===== config.mk =====
export PLATFORM = sky130hd
export DESIGN_NAME = bsg_manycore_dpi_req_credit_buffer
export DESIGN_NICKNAME = d
export VERILOG_FILES = /design/src/rtl/bsg_manycore_pkg.sv /design/src/rtl/bsg_manycore_dpi_req_ring.sv /design/src/rtl/bsg_manycore_dpi_req_credit_buffer.sv
export SDC_FILE = /design/constraint.sdc
export NUM_CORES = 1
export LEC_CHECK = 0
export CORE_ASPECT_RATIO = 0.8
export CORE_MARGIN = 3
export CORE_UTILIZATION = 57
export DETAILED_ROUTE_END_ITERATION = 6
export DONT_BUFFER_PORTS = 1
export PLACE_DENSITY_LB_ADDON = 0.2
export SYNTH_ARGS = -nofsm -noshare
export SYNTH_HDL_FRONTEND = slang
export SYNTH_SLANG_ARGS = --single-unit

===== constraint.sdc =====
create_clock -name clk_i -period 4.39 [get_ports clk_i]
set_clock_uncertainty 0.05 [all_clocks]
set_input_delay 1.0975 -clock clk_i [delete_from_list [all_inputs] [get_ports clk_i]]
set_output_delay 1.0975 -clock clk_i [all_outputs]
set_load 0.005 [all_outputs]

===== src/rtl/bsg_manycore_pkg.sv =====
// Shared manycore constants and helpers used by the DPI request path.
package bsg_manycore_pkg;

    localparam int bsg_manycore_aligned_fifo_width_gp = 128;

    // Width of a counter that must hold 0..max_credits inclusive.
    function automatic int bsg_manycore_credit_width(input int max_credits);
        return $clog2(max_credits + 1);
    endfunction

endpackage


===== src/rtl/bsg_manycore_dpi_req_ring.sv =====
// Register-array ring buffer with head/tail/count; caller guarantees no enq when full
// and no deq when empty.
module bsg_manycore_dpi_req_ring
    import bsg_manycore_pkg::*;
#(
    parameter  int width_p        = bsg_manycore_aligned_fifo_width_gp,
    parameter  int els_p          = 4,
    localparam int ptr_width_lp   = $clog2(els_p),
    localparam int count_width_lp = $clog2(els_p + 1)
) (
    input  logic                      clk_i,
    input  logic                      reset_i,
    input  logic                      enq_i,
    input  logic [width_p-1:0]        data_i,
    input  logic                      deq_i,
    output logic [width_p-1:0]        data_o,
    output logic [count_width_lp-1:0] count_o,
    output logic                      full_o,
    output logic                      empty_o
);

    logic [width_p-1:0]        mem_q [els_p];
    logic [ptr_width_lp-1:0]   head_q, head_d;
    logic [ptr_width_lp-1:0]   tail_q, tail_d;
    logic [count_width_lp-1:0] count_q, count_d;

    assign full_o  = (count_q == count_width_lp'(els_p));
    assign empty_o = (count_q == '0);
    assign count_o = count_q;
    assign data_o  = empty_o ? '0 : mem_q[head_q];

    // Pointers roll over naturally because els_p is a power of two.
    always_comb begin
        head_d  = head_q;
        tail_d  = tail_q;
        count_d = count_q;
        if (enq_i) tail_d = tail_q + 1'b1;
        if (deq_i) head_d = head_q + 1'b1;
        case ({enq_i, deq_i})
            2'b10:   count_d = count_q + 1'b1;
            2'b01:   count_d = count_q - 1'b1;
            default: count_d = count_q;
        endcase
    end

    always_ff @(posedge clk_i or negedge reset_i) begin
        if (!reset_i) begin
            head_q  <= '0;
            tail_q  <= '0;
            count_q <= '0;
        end else begin
            head_q  <= head_d;
            tail_q  <= tail_d;
            count_q <= count_d;
        end
    end

    // Storage is deliberately left out of reset; empty_o masks stale contents.
    always_ff @(posedge clk_i) begin
        if (enq_i) mem_q[tail_q] <= data_i;
    end

endmodule


===== src/rtl/bsg_manycore_dpi_req_credit_buffer.sv =====
// Buffers DPI tile request packets and releases them to the endpoint only while
// out-credits remain, accounting for the one-cycle lag of the endpoint credit counter.
module bsg_manycore_dpi_req_credit_buffer
    import bsg_manycore_pkg::*;
#(
    parameter  int fifo_width_p            = bsg_manycore_aligned_fifo_width_gp,
    parameter  int els_p                   = 4,
    parameter  int max_out_credits_p       = 32,
    localparam int credit_counter_width_lp = bsg_manycore_credit_width(max_out_credits_p),
    localparam int count_width_lp          = $clog2(els_p + 1)
) (
    input  logic                               clk_i,
    input  logic                               reset_i,
    input  logic                               enq_v_i,
    input  logic [fifo_width_p-1:0]            enq_data_i,
    output logic                               enq_ready_o,
    output logic                               req_v_o,
    output logic [fifo_width_p-1:0]            req_data_o,
    input  logic                               req_ready_i,
    input  logic [credit_counter_width_lp-1:0] out_credits_i,
    output logic [count_width_lp-1:0]          count_o,
    output logic [31:0]                        sent_o,
    output logic [31:0]                        stall_o
);

    logic                               full, empty;
    logic                               enq_fire, deq_fire, stall_cond;
    logic                               inflight_q;
    logic [credit_counter_width_lp-1:0] inflight_ext;
    logic [credit_counter_width_lp-1:0] eff_credits;
    logic [31:0]                        sent_q, stall_q;

    bsg_manycore_dpi_req_ring #(
        .width_p (fifo_width_p),
        .els_p   (els_p)
    ) ring (
        .clk_i   (clk_i),
        .reset_i (reset_i),
        .enq_i   (enq_fire),
        .data_i  (enq_data_i),
        .deq_i   (deq_fire),
        .data_o  (req_data_o),
        .count_o (count_o),
        .full_o  (full),
        .empty_o (empty)
    );

    // A send from last cycle has not yet been subtracted by the endpoint.
    assign inflight_ext = credit_counter_width_lp'(inflight_q);
    assign eff_credits  = (out_credits_i > inflight_ext) ? (out_credits_i - inflight_ext) : '0;

    assign enq_ready_o = !full;
    assign enq_fire    = enq_v_i & enq_ready_o;
    assign req_v_o     = !empty && (eff_credits != '0);
    assign deq_fire    = req_v_o & req_ready_i;
    assign stall_cond  = !empty && (eff_credits == '0);

    assign sent_o  = sent_q;
    assign stall_o = stall_q;

    always_ff @(posedge clk_i or negedge reset_i) begin
        if (!reset_i) begin
            inflight_q <= 1'b0;
            sent_q     <= '0;
            stall_q    <= '0;
        end else begin
            inflight_q <= deq_fire;
            if (deq_fire && (sent_q != '1))    sent_q  <= sent_q + 1'b1;
            if (stall_cond && (stall_q != '1)) stall_q <= stall_q + 1'b1;
        end
    end

    a_enq_honours_ready: assert property (@(posedge clk_i) disable iff (!reset_i)
        !(enq_v_i && !enq_ready_o));
    a_count_bounded: assert property (@(posedge clk_i) disable iff (!reset_i)
        count_o <= count_width_lp'(els_p));

endmodule

==> results.json <==
{
  "outcome": "completed",
  "yosys-top-cells-count": "edfxtp_1 (512), and2_1 (132), mux4_2 (128)",
  "p_leak_nw": 8.58,
  "worstPathArrival_ps": 2540,
  "crit_type": "register to output pin",
  "grt_usage_pct": 21.0,
  "area_growth_pct": 11.6,
  "synth_area_sq_um": 22800,
  "via_count": 10500,
  "tightest_slew_ps": 689,
  "vdd_drop_max_mv": 0.468,
  "cp_slowest_cell": "dfrtp_4",
  "crit_path_end": "req_data_o[84]",
  "yosys.cell_types.count": 47,
  "power.switching_mw": 4.66,
  "post_drt_wl_per_cell_um": 25.3,
  "die_h_um": 185,
  "critical_path_buf_inv_count": 1,
  "r2r_setup_slack_ps": 1440,
  "synth-seq-area-share_pct": 75.2,
  "tns_ps": 0,
  "first_pass_iters": 4,
  "cp-end-kind": "output pin",
  "synth.most_common_cell": "edfxtp_1",
  "synth.top_cell.area_share_pct": 67.3,
  "syn_nets": 1303,
  "cp-start-kind": "register",
  "drtIter0Drc": 756,
  "worstReg2RegEnd": "ring.count_o[2]",
  "htreeDepth": 2,
  "cp-startpoint": "ring.head_q[0]",
  "slowest_delay_ps": 830,
  "power_density_nw_per_um2": 656,
  "cts_buffer_depth": 3,
  "fillerInstances": 2542,
  "final_nets": 1335,
  "synth_edf_count": 512,
  "hold_viol": 0,
  "grt_max_degree": 104,
  "ys_ff_latch": 584,
  "cts_buffers": 54,
  "crit_cells": 3,
  "antenna_found_initial": 0,
  "power.share.combinational_pct": 25.5,
  "yosys_warnings": 0,
  "cts.clk_slew.worst_paths_ps": 60,
  "p_int_mw": 12.1,
  "rsz0062_at_grt": "no",
  "syn_area_per_cell_sq_um": 19.8,
  "dp_hpwl_um": 28000,
  "postCtsHoldBufs": 0,
  "rows": 64,
  "ios": 335,
  "post-cts-setup-buffers": 0,
  "timing.hold.ws_ps": 176,
  "io_buffers": 0,
  "final.period_utilization_pct": 84.0,
  "finalMaxSlewViolations": 0,
  "pwr-share-clk_pct": 29.0,
  "clk_latency_ps": 570,
  "worstPathCellList": "buf_4, mux4_2, and2_1",
  "syn_inst": 1155,
  "diodes": 0,
  "multiInputGateArea_sq_um": 5430,
  "grt_pass1_vias": 10900,
  "setup_viol": 0,
  "ys.flop_type": "edfxtp_1",
  "cp_max_fo": 27,
  "ys_top_cells_by_area": "edfxtp_1 (67%), mux4_2 (13%), dfrtp_1 (7.9%), and2_1 (3.6%), xor2_1 (1.3%)",
  "grt_pass1_wl_um": 67800,
  "fmax_mhz": 271,
  "critPathTopFamily": "flip-flops",
  "gp_congestion": 0.803,
  "cts_tree": "done",
  "route.detailed.drc": 0,
  "switching_share_pct": 27.9,
  "async_flop_share_pct": 12.3,
  "drive_above_1_share_pct": 21.0,
  "worstReg2RegStart": "inflight_q",
  "drv_cap": 0,
  "reg2regPathDepth": 12,
  "core-area_sq_um": 38800,
  "max_slew_margin_pct": 54.1,
  "fin_crit_ps": 3690,
  "initial_core_util_pct": 58.8,
  "cts_resized": 0,
  "synth_area_leader_cell": "edfxtp_1",
  "clock_sinks": 584,
  "hp-class": "primary input to async pin",
  "ant_nets": 0,
  "drt_wl_total_um": 44500,
  "root_buffer": "clkbuf_16",
  "cp.required_ps": 3240,
  "power_frac_seq_pct": 45.5,
  "overflow": 0,
  "die_area_sq_um": 42500,
  "avgViaCountPerCell": 5.98,
  "regArea_sq_um": 17200,
  "die_w_um": 230
}
==> power groups by stage <==
stage | clock (mW) | sequential, mW | combinational, mW
floorplan | 0 | 7.50 | 3.25
global placement | 0 | 7.68 | 4.35
detailed placement | 0 | 7.74 | 4.38
CTS | 4.95 | 7.63 | 4.40
global route | 5.19 | 7.71 | 4.61
finish | 4.84 | 7.61 | 4.27
==> layout by cell type (no fill, tap or decap), types with 9 or more instances in the layout <==
master,synthesis,final
clkinv_2,0,12
clkbuf_16,0,57
nor2_1,23,23
nand4_1,19,19
xor2_1,34,34
buf_12,0,10
and3_1,13,9
ha_1,9,9
nor3_1,18,18
bufinv_16,0,9
edfxtp_1,512,512
xnor2_1,29,29
clkbuf_1,26,9
inv_1,17,17
dfrtp_1,72,70
buf_4,0,12
nand3_1,25,25
nand2_1,31,31
and2_1,132,132
mux4_2,128,128
==> cell families after synthesis <==
kind of cell	after synthesis	synth area share, %
flops	584	75.2
simple gates	288	7.27
mux	131	12.8
xor+xnor	63	2.42
compound gates	16	0.630
fa+ha+maj	10	0.581
buf+inv	63	1.11
==> state kept, by name (all words and copies together), names as in the netlist <==
| signal | flops |
|---|---|
| sent_o | 32 |
| inflight_q | 1 |
| ring.count_o | 3 |
| ring.head_q | 2 |
| ring.tail_q | 2 |
| ring.mem_q | 512 |
| stall_o | 32 |
==> routing by layer <==
layer	track usage (%)	up-vias	share of wire, %
li1	-	4613	-
met5	0	-	0
met4	4.79	0	1.7
met3	7.63	56	8.6
met2	33.2	319	49
met1	28.6	5525	41
==> layout make-up <==
| cell class | instances | share of cell area, % |
|---|---|---|
| clock buffers | 66 | 5.73 |
| inverters | 17 | 0.250 |
| repair buffers | 22 | 1.14 |
| well taps | 528 | 2.59 |
| flip-flops and latches | 584 | 67.4 |
| multi-input cells | 508 | 21.3 |
| clock inverters | 34 | 1.58 |
==> per-stage QoR <==
stage               util, %  instance area [sq um]  setup WS (ps)  total power [mW]  cells
floorplan                 -                  22800            957              10.8   1155
global placement       60.8                  23600            765              12.0   1659
detailed placement     60.8                  23600            694              12.1   1659
CTS                    65.6                  25500            595              17.0   1759
global route           65.6                  25500            521              17.5   1759
finish                 65.6                  25500            701              16.7   1759
==> how the worst min path moves through the flow <==
stage | from | end | cells after the start
after floorplan | stall_o[31] | stall_o[31] | 1
after global placement | stall_o[26] | stall_o[26] | 1
after detailed placement | stall_o[26] | stall_o[26] | 1
after CTS | reset_i | sent_o[18] | 0
after global routing | reset_i | sent_o[17] | 0
final | reset_i | sent_o[18] | 0
Note: power is estimated with default switching activity, not from simulation.
